## src/rtl/msf_pkg.sv

```systemverilog
// MSF 60 kHz time-code encoder: shared constants, frame type and keying helper.
// Optional feature macro: MSF_ENC_DUT1_EN (DUT1 code on B1-B16).
package msf_pkg;

  localparam int TICKS_PER_SEC    = 10;
  localparam int SECS_PER_FRAME   = 60;
  localparam int MARKER_OFF_TICKS = 5;

  // Second carrying the LSB of each MSB-first BCD field (bit A)
  localparam int YEAR_LSB_SEC   = 24;
  localparam int MONTH_LSB_SEC  = 29;
  localparam int DOM_LSB_SEC    = 35;
  localparam int DOW_LSB_SEC    = 38;
  localparam int HOUR_LSB_SEC   = 44;
  localparam int MINUTE_LSB_SEC = 51;

  // Fixed 01111110 identifier in A52-A59: ones occupy 53..58
  localparam int FIXED_ONES_FIRST = 53;
  localparam int FIXED_ONES_LAST  = 58;

  // Bit B flag and parity positions
  localparam int BST_WARN_SEC = 53;
  localparam int PAR_YEAR_SEC = 54;
  localparam int PAR_DATE_SEC = 55;
  localparam int PAR_DOW_SEC  = 56;
  localparam int PAR_TIME_SEC = 57;
  localparam int BST_SEC      = 58;

  typedef struct packed {
    logic [7:0] year;
    logic [4:0] month;
    logic [5:0] dom;
    logic [2:0] dow;
    logic [5:0] hour;
    logic [6:0] minute;
    logic       bst;
    logic       bst_warn;
    logic [4:0] dut1;
  } msf_frame_t;

  typedef enum logic {
    ST_IDLE = 1'b0,
    ST_RUN  = 1'b1
  } msf_state_e;

  // Carrier level for a given position: 1 = on, 0 = off
  function automatic logic carrier_level(input logic [5:0] sec, input logic [3:0] ds,
                                         input logic bit_a, input logic bit_b);
    logic lvl;
    if (sec == 6'd0) begin
      lvl = (ds >= 4'(MARKER_OFF_TICKS));
    end else begin
      case (ds)
        4'd0:    lvl = 1'b0;
        4'd1:    lvl = ~bit_a;
        4'd2:    lvl = ~bit_b;
        default: lvl = 1'b1;
      endcase
    end
    return lvl;
  endfunction

endpackage

```

## src/rtl/msf_encoder_bit_lookup.sv

```systemverilog
// Combinational (frame, second) -> {bit A, bit B} lookup for the MSF code,
// including odd-parity bits. DUT1 bits B1-B16 only when MSF_ENC_DUT1_EN is defined.
module msf_bit_lookup
  import msf_pkg::*;
(
  input  msf_frame_t i_frame,
  input  logic [5:0] i_sec,
  output logic       o_bit_a,
  output logic       o_bit_b
);

  logic [63:0] w_a_vec;
  logic [63:0] w_b_vec;
  logic [63:0] w_dut1_vec;

`ifdef MSF_ENC_DUT1_EN
  localparam int DUT1_MAX       = 8;
  localparam int DUT1_NEG_FIRST = 9;

  logic [3:0] w_dut1_mag;

  // DUT1: positive sets B1..Bm, negative sets B9..B(8+m), m clamped to 8
  always_comb begin
    w_dut1_vec = '0;
    w_dut1_mag = (i_frame.dut1[3:0] > 4'(DUT1_MAX)) ? 4'(DUT1_MAX) : i_frame.dut1[3:0];
    for (int i = 1; i <= DUT1_MAX; i++) begin
      if (4'(i) <= w_dut1_mag) begin
        if (i_frame.dut1[4]) w_dut1_vec[DUT1_NEG_FIRST + i - 1] = 1'b1;
        else                 w_dut1_vec[i] = 1'b1;
      end
    end
  end
`else
  logic w_unused_dut1;
  assign w_unused_dut1 = ^i_frame.dut1;
  assign w_dut1_vec    = '0;
`endif

  // Build the full per-second A/B bit maps; fields go out MSB first
  always_comb begin
    w_a_vec = '0;
    w_b_vec = w_dut1_vec;
    for (int i = 0; i < 8; i++) w_a_vec[YEAR_LSB_SEC - i]   = i_frame.year[i];
    for (int i = 0; i < 5; i++) w_a_vec[MONTH_LSB_SEC - i]  = i_frame.month[i];
    for (int i = 0; i < 6; i++) w_a_vec[DOM_LSB_SEC - i]    = i_frame.dom[i];
    for (int i = 0; i < 3; i++) w_a_vec[DOW_LSB_SEC - i]    = i_frame.dow[i];
    for (int i = 0; i < 6; i++) w_a_vec[HOUR_LSB_SEC - i]   = i_frame.hour[i];
    for (int i = 0; i < 7; i++) w_a_vec[MINUTE_LSB_SEC - i] = i_frame.minute[i];
    for (int s = FIXED_ONES_FIRST; s <= FIXED_ONES_LAST; s++) w_a_vec[s] = 1'b1;
    w_b_vec[BST_WARN_SEC] = i_frame.bst_warn;
    w_b_vec[PAR_YEAR_SEC] = ~^i_frame.year;
    w_b_vec[PAR_DATE_SEC] = ~^{i_frame.month, i_frame.dom};
    w_b_vec[PAR_DOW_SEC]  = ~^i_frame.dow;
    w_b_vec[PAR_TIME_SEC] = ~^{i_frame.hour, i_frame.minute};
    w_b_vec[BST_SEC]      = i_frame.bst;
  end

  assign o_bit_a = w_a_vec[i_sec];
  assign o_bit_b = w_b_vec[i_sec];

endmodule

```

## src/rtl/msf_encoder.sv

```systemverilog
// MSF 60 kHz carrier keying generator paced by a 100 ms tick.
// Optional feature macro: MSF_ENC_DUT1_EN (latch dut1_i and send DUT1 on B1-B16).
//
// state   | meaning
// ST_IDLE | carrier on, counters held at 0, waiting for a tick with run_i=1
// ST_RUN  | transmitting; each tick advances ds/sec, frame regs latched at sec0/ds0
module msf_encoder
  import msf_pkg::*;
(
  input  logic       clk_i,
  input  logic       rst_ni,
  input  logic       tick_i,
  input  logic       run_i,
  input  logic [7:0] year_i,
  input  logic [4:0] month_i,
  input  logic [5:0] dom_i,
  input  logic [2:0] dow_i,
  input  logic [5:0] hour_i,
  input  logic [6:0] minute_i,
  input  logic       bst_i,
  input  logic       bst_warn_i,
  input  logic [4:0] dut1_i,
  output logic       carrier_o,
  output logic [5:0] second_o,
  output logic       frame_start_o
);

  msf_state_e r_state;
  msf_state_e w_state_nxt;
  logic [5:0] r_sec;
  logic [3:0] r_ds;
  msf_frame_t r_frame;
  logic       r_carrier;
  logic       r_frame_start;

  logic [5:0] w_sec_nxt;
  logic [3:0] w_ds_nxt;
  logic       w_advance;
  logic       w_enter;
  logic       w_frame_start;
  logic       w_bit_a;
  logic       w_bit_b;
  msf_frame_t w_frame_in;

  // Snapshot of the inputs taken at the start of every frame
  always_comb begin
    w_frame_in          = '0;
    w_frame_in.year     = year_i;
    w_frame_in.month    = month_i;
    w_frame_in.dom      = dom_i;
    w_frame_in.dow      = dow_i;
    w_frame_in.hour     = hour_i;
    w_frame_in.minute   = minute_i;
    w_frame_in.bst      = bst_i;
    w_frame_in.bst_warn = bst_warn_i;
`ifdef MSF_ENC_DUT1_EN
    w_frame_in.dut1     = dut1_i;
`endif
  end

`ifndef MSF_ENC_DUT1_EN
  logic w_unused_dut1_in;
  assign w_unused_dut1_in = ^dut1_i;
`endif

  // State register
  always_ff @(posedge clk_i or negedge rst_ni) begin
    if (!rst_ni) r_state <= ST_IDLE;
    else         r_state <= w_state_nxt;
  end

  // Next state and next position; dropping run_i always wins over a tick
  always_comb begin
    w_state_nxt = r_state;
    w_advance   = 1'b0;
    w_enter     = 1'b0;
    w_sec_nxt   = r_sec;
    w_ds_nxt    = r_ds;
    case (r_state)
      ST_IDLE: begin
        if (run_i && tick_i) begin
          w_state_nxt = ST_RUN;
          w_enter     = 1'b1;
        end
      end
      ST_RUN: begin
        if (!run_i)      w_state_nxt = ST_IDLE;
        else if (tick_i) w_advance   = 1'b1;
      end
      default: w_state_nxt = ST_IDLE;
    endcase
    if (w_advance) begin
      if (r_ds == 4'(TICKS_PER_SEC - 1)) begin
        w_ds_nxt  = 4'd0;
        w_sec_nxt = (r_sec == 6'(SECS_PER_FRAME - 1)) ? 6'd0 : r_sec + 6'd1;
      end else begin
        w_ds_nxt = r_ds + 4'd1;
      end
    end
    if (w_enter || w_state_nxt == ST_IDLE) begin
      w_sec_nxt = 6'd0;
      w_ds_nxt  = 4'd0;
    end
  end

  assign w_frame_start = w_enter || (w_advance && w_sec_nxt == 6'd0 && w_ds_nxt == 4'd0);

  // Bits are looked up for the position being entered, from the latched frame
  msf_bit_lookup u_lookup (
    .i_frame (r_frame),
    .i_sec   (w_sec_nxt),
    .o_bit_a (w_bit_a),
    .o_bit_b (w_bit_b)
  );

  // Position counters
  always_ff @(posedge clk_i or negedge rst_ni) begin
    if (!rst_ni) begin
      r_sec <= 6'd0;
      r_ds  <= 4'd0;
    end else begin
      r_sec <= w_sec_nxt;
      r_ds  <= w_ds_nxt;
    end
  end

  // Frame latch: inputs are only sampled as a new frame begins
  always_ff @(posedge clk_i or negedge rst_ni) begin
    if (!rst_ni)            r_frame <= '0;
    else if (w_frame_start) r_frame <= w_frame_in;
  end

  // Registered carrier and frame-start pulse
  always_ff @(posedge clk_i or negedge rst_ni) begin
    if (!rst_ni) begin
      r_carrier     <= 1'b1;
      r_frame_start <= 1'b0;
    end else begin
      r_frame_start <= w_frame_start;
      if (w_state_nxt == ST_IDLE)     r_carrier <= 1'b1;
      else if (w_advance || w_enter)  r_carrier <= carrier_level(w_sec_nxt, w_ds_nxt, w_bit_a, w_bit_b);
    end
  end

  assign carrier_o     = r_carrier;
  assign second_o      = r_sec;
  assign frame_start_o = r_frame_start;

endmodule

```

## config.mk

```make
export PLATFORM = sky130hd
export DESIGN_NAME = msf_encoder
export DESIGN_NICKNAME = d
export VERILOG_FILES = /design/src/rtl/msf_pkg.sv /design/src/rtl/msf_encoder_bit_lookup.sv /design/src/rtl/msf_encoder.sv
export SDC_FILE = /design/constraint.sdc
export NUM_CORES = 1
export LEC_CHECK = 0
export ABC_CLOCK_PERIOD_IN_PS = 8150
export BUFFER_PORTS_ARGS = -buffer_cell sky130_fd_sc_hd__buf_2
export CORE_MARGIN = 2
export CORE_UTILIZATION = 30
export CTS_BUF_LIST = sky130_fd_sc_hd__clkbuf_8
export DETAILED_ROUTE_END_ITERATION = 10
export MAX_ROUTING_LAYER = met4
export SYNTH_ARGS = -nofsm -noshare
export SYNTH_HDL_FRONTEND = slang
export SYNTH_SLANG_ARGS = --single-unit
```

## constraint.sdc

```tcl
create_clock -name clk_i -period 8.15 [get_ports clk_i]
set_input_delay 1.2225 -clock clk_i [delete_from_list [all_inputs] [get_ports clk_i]]
set_output_delay 1.2225 -clock clk_i [all_outputs]
set_load 0.05 [all_outputs]
```

* Yosys cells after proc, flatten, opt, wreduce, memory -nomap -nowiden *
Index checks and enable logic that the tools add are counted.

word-level totals
  register bits = 50
  input port bits = 46
  output and inout port bits = 8
  word-level logic and storage cells = 60

operators by class
  $add $sub $neg = 2
  magnitude comparators = 2
  equality and inequality tests = 5
  muxes and demuxes = 22
  bitwise operators = 4
  reduce and logical (&&, ||, !) cells = 12

operator list
  cell                 count
  $mux 6               4
  $reduce_xnor 13->1   1
  $bmux 1 s6           2
  $mux 4               3
  $mux 1               11
  $reduce_xnor 11->1   1
  $reduce_xnor 8->1    1
  $lt 6x7->1 const B   1
  $add 6x1->6 const B  1
  $eq 6x6->1 const B   1
  $logic_not 6->1      1
  $add 4x1->4 const B  1
  $eq 4x1->1 const B   1
  $eq 4x2->1 const B   1
  $eq 4x4->1 const B   1
  $ge 4x3->1 const B   1
  $logic_not 4->1      1
  $not 1->1            4
  $logic_and 1x1->1    3
  $logic_or 1x1->1     3
  $pmux 1 s3           1
  $reduce_xnor 3->1    1
  $ne 2x1->1 const B   1
  $pmux 1 s2           1

* Depth between registers and ports, before layout *
Gate-level depths: netlist (run 1).

  depth after elaboration = 13
  depth in mapped cells = 12
  gate-level depth less buffers = 10

* Hierarchy *
Synthesis (run 1) repeated with hierarchy kept, for this count alone.

second synthesis, totals
  cell total of the unflattened synthesis = 242
  area, all modules = 2935.3 um2

by module, submodules not included
  module          times used  cells an instance  area an instance (um2)  seq. area each (um2)
  msf_encoder     1           167                2255.9                  1252.5
  msf_bit_lookup  1           75                 679.4                   0.0

* Worst setup path after synthesis (run 1) *
OpenSTA, ideal clock, no wires.

  kind = input-to-reg
  start point = input port run_i
  end point = register r_frame[13] (netlist bit)
  library setup time = 0.125 ns
  data arrival time = 3.528 ns
  data required time = 8.025 ns
  setup slack = 4.497 ns
  stages = 11
  path through = clkbuf_1 nand4bb_1 o211ai_1 and2_1 buf_2 nand2_1 or4b_4 nor3_4 buf_6 buf_12 mux2_4

between the ends
  longest elaborated chain between the ends = 10
  elaborated cells on any way between the ends = 18
  those cells by class = mux (10); bitwise (1); reduce/logical (7)

ends and longest elaborated chain
  what                             RTL line            RTL
  start: declaration               msf_encoder.sv:13   input logic run_i,
  $logic_and 1x1->1                msf_encoder.sv:81   if (run_i && tick_i) begin
  $mux 1                           msf_encoder.sv:81
  $pmux 1 s2                       msf_encoder.sv:79   case (r_state)
  $not 1->1                        -
  $logic_or 1x1->1                 msf_encoder.sv:100  if (w_enter || w_state_nxt == ST_IDLE) begin
  $mux 6                           msf_encoder.sv:100
  $logic_not 6->1                  msf_encoder.sv:106  assign w_frame_start = w_enter || (w_advance && w_sec_nxt == 6'd0 && w_ds_nxt == 4'd0);
  $logic_and 1x1->1 (2 in series)  msf_encoder.sv:106
  $logic_or 1x1->1 (*)             msf_encoder.sv:106
  end signal: assignment           msf_encoder.sv:130  else if (w_frame_start) r_frame <= w_frame_in;
  end: declaration                 msf_encoder.sv:32   msf_frame_t r_frame;

Mark *: on every way between the ends. The rest lies on a longest branch, timed or not.
A chain may end at the register's enable or synchronous reset.

* Worst setup path in the final report (run 1) *
  start point = input port tick_i
  end point = register r_frame[36] (netlist bit)

between the ends
  longest elaborated chain between the ends = 10
  elaborated cells on any way between the ends = 18
  those cells by class = mux (10); bitwise (1); reduce/logical (7)

ends and longest elaborated chain
  what                             RTL line            RTL
  start: declaration               msf_encoder.sv:12   input logic tick_i,
  $logic_and 1x1->1                msf_encoder.sv:81
  $mux 1                           msf_encoder.sv:81
  $pmux 1 s2                       msf_encoder.sv:79
  $not 1->1                        -
  $logic_or 1x1->1                 msf_encoder.sv:100
  $mux 6                           msf_encoder.sv:100
  $logic_not 6->1                  msf_encoder.sv:106
  $logic_and 1x1->1 (2 in series)  msf_encoder.sv:106
  $logic_or 1x1->1 (*)             msf_encoder.sv:106

Marked as above.

==> results of run 1 <==
[area by class of cell]
| cell class | count | area (µm²) |
|---|---|---|
| Timing Repair Buffer | 50 | 255 |
| Clock buffer | 6 | 82.6 |
| Fill cell | 1064 | 6370 |
| Clock inverter | 2 | 7.51 |
| Sequential cell | 50 | 1250 |
| Multi-Input combinational cell | 214 | 1660 |
| Tap cell | 133 | 166 |
| Inverter | 8 | 30.0 |
[logic make-up (layout without fill, tap and decap cells)]
family                   Yosys count  in the layout  synth area share
flip-flops                        50             50             0.412
AND/OR/NAND/NOR                   87             87             0.155
XOR/XNOR                          36             36             0.104
multiplexers                      44             44             0.183
buffers and inverters             21             66            0.0436
AO/OA/AOI/OAI                     46             46            0.0983
adder cells (fa/ha/maj)            1              1           0.00411
[routing by layer]
metal / track usage / up-vias
met4: 0.0276 / 0
met1: 0.185 / 1085
li1: - / 1100
met3: 0.0206 / 5
met5: - / -
met2: 0.184 / 44
[metrics by stage]
stage          cell area (µm²)  power (mW)  hold WS, ns  cells
6_report                  3450       0.657        0.521    463
5_1_grt                   3450       0.701        0.552    463
4_1_cts                   3450       0.666        0.522    463
3_5_place_dp              3360       0.518        0.497    455
3_3_place_gp              3360       0.514        0.492    455
2_1_floorplan             3040       0.477        0.476    285
[cell usage after synthesis, drive strengths merged (2+ instances only)]
master / n / area (µm²)
mux2: 37 / 488
a22oi: 3 / 22.5
o31ai: 6 / 45.0
buf: 7 / 80.1
or3: 2 / 12.5
nand2: 36 / 138
nand3: 10 / 50.1
clkinv: 2 / 7.51
and3: 2 / 12.5
nand4: 7 / 43.8
mux2i: 7 / 70.1
nor2: 7 / 26.3
nor2b: 2 / 12.5
nor4: 3 / 18.8
xor2: 9 / 78.8
inv: 6 / 22.5
a21oi: 14 / 81.3
and2: 3 / 18.8
dfrtp: 49 / 1230
o21ai: 9 / 45.0
a31oi: 5 / 31.3
a211oi: 2 / 15.0
nor3: 5 / 41.3
xnor2: 27 / 236
clkbuf: 6 / 22.5
[worst min path at each step]
stage | slack [ns] | endpoint
global route | 0.55 | r_frame[6]$_DFFE_PN0P_
finish | 0.52 | r_frame[5]$_DFFE_PN0P_
CTS | 0.52 | r_frame[5]$_DFFE_PN0P_
floorplan | 0.48 | r_frame[5]$_DFFE_PN0P_
global placement | 0.49 | r_frame[5]$_DFFE_PN0P_
detailed placement | 0.50 | r_frame[5]$_DFFE_PN0P_
[worst max-delay path, stage by stage]
cell and delay, ns:
buf_2 0.14, nand3_1 0.24, nor4_1 0.12, nor3_2 0.80
nand2_2 0.18, or4b_4 0.54, nor3_4 0.68, buf_4 0.49
mux2_2 0.39
[state kept, by name (all words and copies together), names as in the netlist]
| name | cells |
|---|---|
| carrier_o | 1 |
| r_frame | 37 |
| frame_start_o | 1 |
| second_o | 6 |
| r_state | 1 |
| r_ds | 4 |
[power by group]
| group | switching, mW | internal, mW | leakage [nW] | total [mW] |
|---|---|---|---|---|
| clock network | 0.0790 | 0.0669 | 0.0538 | 0.146 |
| logic | 0.0779 | 0.117 | 0.911 | 0.195 |
| registers | 0.0339 | 0.282 | 0.610 | 0.316 |
==> results.cfg, run 1 <==
[detailed_routing]
wl_met3_um = 225
wl_met2_mm = 2.85
wl_met1_mm = 3.39
vias_per_cell = 4.83
dr.pass1.iters = 4
drt-initial-drc-count = 176
route.detailed.drc = 0
routedWlPerCell_um = 14.1
routed.top_layer = met4
ant_nets = 0
vias = 2234
drt_wl_total_mm = 6.52

[global_routing]
grt_max_degree = 51
grt_pass1_vias = 2210
track_usage = 0.127
grt_pass1_wl_mm = 11.2
grt-ovfl-total = 0
antenna_found_initial = 0

[setup_path]
rr_worst_depth = 9
rr_endpoint = r_frame[36]$_DFFE_PN0P_
worst_setup_path_start_kind = input port
crit_fanout = 27
r2r_slack_ns = 3.88
crit_start = tick_i
crit_type = input port to flip-flop
timing.rr.start = second_o[1]$_DFF_PN0_
crit_path_end = r_frame[36]$_DFFE_PN0P_
critPathCaptureType = flip-flop
critPathRequiredTime_ns = 8.34
arrival_ns = 4.82

[synth]
synthCells = 285
async_flop_share = 1.00
synth_edf_count = 0
ys_seq_elements = 50
synthesis.nets = 332
ys_types = 53
yosysSeqAreaShare = 0.412
synth_flop_cell = dfrtp_1
synthesis.area_um2 = 3040
avgSynthCellArea_um2 = 10.7
yosysWarnings = 0

[layout]
insertedDiodeCount = 0
layout_common_cells = dfrtp_1 (49), buf_2 (48), nand2_1 (35)
drive_gt1_frac = 0.306
post-route-util = 0.351
layout.nets = 376
final_common_cell = dfrtp_1
area_delta_synth_final_pct = 13.5

[worst_hold_path]
hp-class = flip-flop to flip-flop
holdPathStages = 1
hp-start = r_frame[5]$_DFFE_PN0P_

[die]
core_area_um2 = 9820
io_pins = 54
initial_core_util = 0.310
dieArea_um2 = 11000
row_count = 36
die_w_um = 105
die_y_um = 105

[clocking]
clock_path_buffers = 2
cts_buffers = 5
cts_hold_buf = 0
post_cts_buffers = 0
cts-root-buf = clkbuf_8
cts_resized = 0
cts_tree = built
clk_pin_slew_ns = 0.08
cts_sinks = 50
htree_levels = 2
clock_latency_ns = 0.30

[timing]
relSlewSlack = 0.246
finalSetupTns_ns = 0
max_freq_ghz = 0.216
slew_violations = 0
finalHoldViolCount = 0
post-route-min-period_ns = 4.64
rsz0062_at_grt = false
setup_slack_ns = 3.51
skew_ns = 0.00396
fin_crit_sh = 0.569
tightest_slew_ns = 1.13
setup_violations = 0

[pwr]
p_per_area_nw_per_um2 = 190
power.leakage_nw = 1.57
ir_worst_vdd_mv = 0.0969

[placed_design]
gp_congestion = 0.861
portBuffers = 48
dp_slack_ns = 3.22
dpl.hpwl_mm = 4.73

[run]
drv_cap = 0

[outcome]
status = finished clean
Power figures use the tool's default switching activity.
==> inputs of run 2 (changes only) <==
--- a/config.mk
+++ b/config.mk
@@ -5,7 +5,7 @@
 export SDC_FILE = /design/constraint.sdc
 export NUM_CORES = 1
 export LEC_CHECK = 0
-export ABC_CLOCK_PERIOD_IN_PS = 8150
+export ABC_CLOCK_PERIOD_IN_PS = 4600
 export BUFFER_PORTS_ARGS = -buffer_cell sky130_fd_sc_hd__buf_2
 export CORE_MARGIN = 2
 export CORE_UTILIZATION = 30
==> constraint.sdc (replaced) <==
create_clock -name clk_i -period 4.6 [get_ports clk_i]
set_input_delay 0.69 -clock clk_i [delete_from_list [all_inputs] [get_ports clk_i]]
set_output_delay 0.69 -clock clk_i [all_outputs]
set_load 0.05 [all_outputs]
==> results.cfg, run 2 (synthesized netlist as in run 1, its figures left out) <==
[global_routing]
track_usage = 0.125
antenna_found_initial = 0
grt_max_degree = 51
grt_pass1_wl_mm = 11.1
grt_pass1_vias = 2265
grt-ovfl-total = 0

[clocking]
cts_tree = built
cts_resized = 0
htree_levels = 2
clock_path_buffers = 2
cts_sinks = 50
cts-root-buf = clkbuf_8
post_cts_buffers = 0
clk_pin_slew_ns = 0.09
cts_buffers = 5
cts_hold_buf = 0
clock_latency_ns = 0.30

[detailed_routing]
routedWlPerCell_um = 13.9
drt-initial-drc-count = 203
vias_per_cell = 4.89
ant_nets = 0
drt_wl_total_mm = 6.50
vias = 2277
dr.pass1.iters = 4
route.detailed.drc = 0

[die]
core_area_um2 = 9820
row_count = 36
die_w_um = 105
initial_core_util = 0.310
dieArea_um2 = 11000
die_y_um = 105
io_pins = 54

[pwr]
power.leakage_nw = 1.59
switching_share = 0.295
p_clk_frac = 0.211
switching_power_uw = 339
p_int_uw = 809
p_per_area_nw_per_um2 = 331
ir_worst_vdd_mv = 0.167
power_frac_seq = 0.488
pwr-share-comb = 0.301

[timing]
finalHoldViolCount = 0
max_freq_ghz = 0.287
slew_violations = 0
finalSetupTns_ns = 0
relSlewSlack = 0.262
post-route-min-period_ns = 3.48
worst_hold_slack_ns = 0.527
fin_crit_sh = 0.757
setup_violations = 0
rsz0062_at_grt = false
tightest_slew_ns = 1.11
skew_ns = 0.0133

[layout]
drive_gt1_frac = 0.309
fin_area_um2 = 3460
layout.nets = 379
area_delta_synth_final_pct = 13.9
post-route-util = 0.353
stdcell_count = 466
layout_common_cells = dfrtp_1 (49), buf_2 (48), nand2_1 (35)
final_common_cell = dfrtp_1
fillCellCount = 1045
top_register = r_frame
insertedDiodeCount = 0
largest_register_ffs = 37

[placed_design]
dpl.hpwl_mm = 4.80
dp.cells = 458
place_area_um2 = 3380
portBuffers = 48
gp_congestion = 0.859

[setup_path]
timing.rr.start = second_o[1]$_DFF_PN0_
critical-path-max-stage-delay_ns = 0.59
cp_top_family = simple AND/OR/NAND/NOR gates
crit_fanout = 27
critPathRequiredTime_ns = 4.78
crit_type = flip-flop to flip-flop
worst_setup_path_start_kind = flip-flop
crit_start = second_o[1]$_DFF_PN0_
path_buf_inv = 1
critPathCaptureType = flip-flop
arrival_ns = 3.67
path_cells = ha_1 > or3b_4 > or3_1 > xor2_1 > nor2_1 > or4b_4 > nor3_4 > buf_4 > mux2_2
slowest_stage = or4b_4

[run]
drv_cap = 0

[outcome]
status = finished clean

[worst_hold_path]
hp-class = flip-flop to flip-flop
hp-start = r_frame[5]$_DFFE_PN0P_
==> run 2: path summary, 6_finish.rpt <==
| path | slack [ns] | cells after the start | endpoint |
|---|---|---|---|
| setup / recovery | 1.12 | 9 | r_frame[32]$_DFFE_PN0P_ |
| min in group asynchronous | 0.60 | 1 | r_frame[38]$_DFFE_PN0P_ |
| setup reg to reg | 1.12 | 9 | r_frame[32]$_DFFE_PN0P_ |
| hold / removal | 0.53 | 1 | r_frame[5]$_DFFE_PN0P_ |
| max in group asynchronous | 3.32 | 1 | r_frame[12]$_DFFE_PN0P_ |
| hold reg to reg | 0.53 | 1 | r_frame[5]$_DFFE_PN0P_ |
==> run 2: final cells by class <==
| type | count | area (µm²) | share of cell area |
|---|---|---|---|
| sequential | 50 | 1250 | 0.362 |
| timing repair buffer | 53 | 278 | 0.0802 |
| clock inverter | 3 | 11.3 | 0.00325 |
| tap | 133 | 166 | 0.0480 |
| inverter | 8 | 30.0 | 0.00867 |
| multi-input combinational | 214 | 1660 | 0.478 |
| clock buffer | 5 | 68.8 | 0.0199 |
==> run 2: metrics by stage <==
step,total power [mW],setup slack [ns]
5_1_grt,1.22,0.944
4_1_cts,1.16,1.12
3_5_place_dp,0.917,0.982
3_3_place_gp,0.912,1.01
2_1_floorplan,0.846,1.16
6_report,1.15,1.12
==> run 2: routing by layer <==
layer	share of wire	vias to the layer above	wire, µm	global-route usage
li1	-	1111	-	-
met1	0.52	1114	3400	0.186
met2	0.44	47	2870	0.179
met3	0.028	5	180	0.0162
met4	0.0065	0	42	0.0362
met5	0	-	0	-
==> run 2: power groups by stage <==
stage                     Sequential (mW)  Combinational (mW)  Clock (mW)
final                               0.560               0.345       0.242
after global routing                0.570               0.379       0.267
after CTS                           0.561               0.349       0.249
after detailed placement            0.570               0.347           0
after global placement              0.568               0.344           0
after floorplan                     0.554               0.291           0
==> inputs of run 3 (changes only) <==
--- a/config.mk
+++ b/config.mk
@@ -5,7 +5,7 @@
 export SDC_FILE = /design/constraint.sdc
 export NUM_CORES = 1
 export LEC_CHECK = 0
-export ABC_CLOCK_PERIOD_IN_PS = 4600
+export ABC_CLOCK_PERIOD_IN_PS = 3410
 export BUFFER_PORTS_ARGS = -buffer_cell sky130_fd_sc_hd__buf_2
 export CORE_MARGIN = 2
 export CORE_UTILIZATION = 30
==> constraint.sdc (replaced) <==
create_clock -name clk_i -period 3.41 [get_ports clk_i]
set_input_delay 0.5115 -clock clk_i [delete_from_list [all_inputs] [get_ports clk_i]]
set_output_delay 0.5115 -clock clk_i [all_outputs]
set_load 0.05 [all_outputs]
==> results.cfg, run 3 (synthesized netlist as in run 1, its figures left out) <==
[clocking]
cts_tree = built
cts_buffers = 5
clk_pin_slew_ns = 0.09
cts_sinks = 50
clock_latency_ns = 0.30
cts_hold_buf = 0
clock_path_buffers = 2
cts-root-buf = clkbuf_8
cts_resized = 0
post_cts_buffers = 0
htree_levels = 2

[detailed_routing]
wl_met3_um = 366
drt-initial-drc-count = 197
wl_met2_mm = 3.14
ant_nets = 0
routedWlPerCell_um = 14.7
dr.pass1.iters = 4
vias = 2293
wl_met1_mm = 3.41
drt_wl_total_mm = 6.98
routed.top_layer = met4
route.detailed.drc = 0
vias_per_cell = 4.83

[timing]
worst_hold_slack_ns = 0.189
setup_violations = 0
max_freq_ghz = 0.306
fin_crit_sh = 0.957
rsz0062_at_grt = false
slew_violations = 0
relSlewSlack = 0.624
finalHoldViolCount = 0
finalSetupTns_ns = 0
skew_ns = 0.00739
post-route-min-period_ns = 3.26
tightest_slew_ns = 0.564

[layout]
final_common_cell = buf_2
insertedDiodeCount = 0
area_delta_synth_final_pct = 17.4
multiInputGateArea_um2 = 1660
fillCellCount = 1032
drive_gt1_frac = 0.336
fin_area_um2 = 3570
top_register = r_frame
layout.nets = 388
layout_common_cells = buf_2 (48), dfrtp_1 (47), nand2_1 (35)
largest_register_ffs = 37
seqCellArea_um2 = 1250

[placed_design]
dpl.hpwl_mm = 5.23
place_area_um2 = 3470
portBuffers = 48
gp_congestion = 0.872

[die]
io_pins = 54
initial_core_util = 0.310
dieArea_um2 = 11000
die_w_um = 105
row_count = 36
core_area_um2 = 9820
die_y_um = 105

[setup_path]
arrival_ns = 3.46
cp_top_family = simple AND/OR/NAND/NOR gates
critPathCaptureType = flip-flop
timing.rr.start = second_o[0]$_DFF_PN0_
crit_start = second_o[0]$_DFF_PN0_
path_buf_inv = 1
worst_setup_path_start_kind = flip-flop
critPathRequiredTime_ns = 3.60
slowest_stage = or4b_4
path_cells = ha_1 > or3b_4 > or3_1 > xor2_1 > nor2_1 > or4b_4 > nor3_4 > buf_4 > mux2_2
crit_type = flip-flop to flip-flop
critical-path-max-stage-delay_ns = 0.58
crit_fanout = 11

[outcome]
status = finished clean

[global_routing]
antenna_found_initial = 0
track_usage = 0.136
grt_pass1_vias = 2419
grt-ovfl-total = 0
grt_pass1_wl_mm = 11.9
grt_max_degree = 28

[run]
drv_cap = 0

[pwr]
p_per_area_nw_per_um2 = 459
ir_worst_vdd_mv = 0.215
power.leakage_nw = 1.64

[worst_hold_path]
hp-class = input port to asynchronous set/reset pin
==> run 3: changes by cell type in the layout (fill, tap and decap cells not counted), sizes merged <==
cell / previous run / this run
buf: 53 / 62
bufinv: 0 / 1
inv: 9 / 8
==> run 3: final cells by class <==
type | instances | share of cell area
multi-input cells | 214 | 0.464
repair buffers | 62 | 0.100
well taps | 133 | 0.0466
clock buffers | 5 | 0.0193
clock inverters | 3 | 0.0105
flip-flops and latches | 50 | 0.351
inverters | 8 | 0.00841
==> run 3: report_power, final <==
part	total (mW)	switching [mW]	internal (mW)
clock network	0.410	0.196	0.214
logic	0.473	0.190	0.283
registers	0.756	0.0820	0.674
==> run 3: final timing paths <==
path	to	slack (ns)	depth (start not counted)
worst max-delay path	r_frame[16]$_DFFE_PN0P_	0.15	9
worst min-delay path	second_o[3]$_DFF_PN0_	0.19	1
worst max register to register	r_frame[16]$_DFFE_PN0P_	0.15	9
worst min register to register	r_frame[5]$_DFFE_PN0P_	0.53	1
max in group asynchronous	r_frame[18]$_DFFE_PN0P_	2.47	2
min in group clk_i	r_frame[33]$_DFFE_PN0P_	0.43	2
==> run 3: stage by stage <==
step	instances	utilization	worst slack (ns)	total power, mW
after global routing	475	0.364	0.0000664	1.73
after detailed placement	467	0.353	0.175	1.24
after global placement	467	0.353	0.200	1.23
final	475	0.364	0.147	1.64
after CTS	475	0.364	0.150	1.66
after floorplan	285	-	0.149	1.14
==> run 3: metal layers <==
| metal | up-vias | global-route usage |
|---|---|---|
| met5 | - | - |
| met4 | 0 | 0.0381 |
| met3 | 7 | 0.0231 |
| met2 | 65 | 0.201 |
| met1 | 1097 | 0.194 |
| li1 | 1124 | - |
==> run 3: worst register-to-register path, delay by kind of cell (launching register included) <==
kind	cells	cell delay, ns
mux	1	0.36
fa+ha+maj	1	0.17
buf+inv	1	0.27
flops	1	0.44
simple gates	5	1.70
xor+xnor	1	0.23
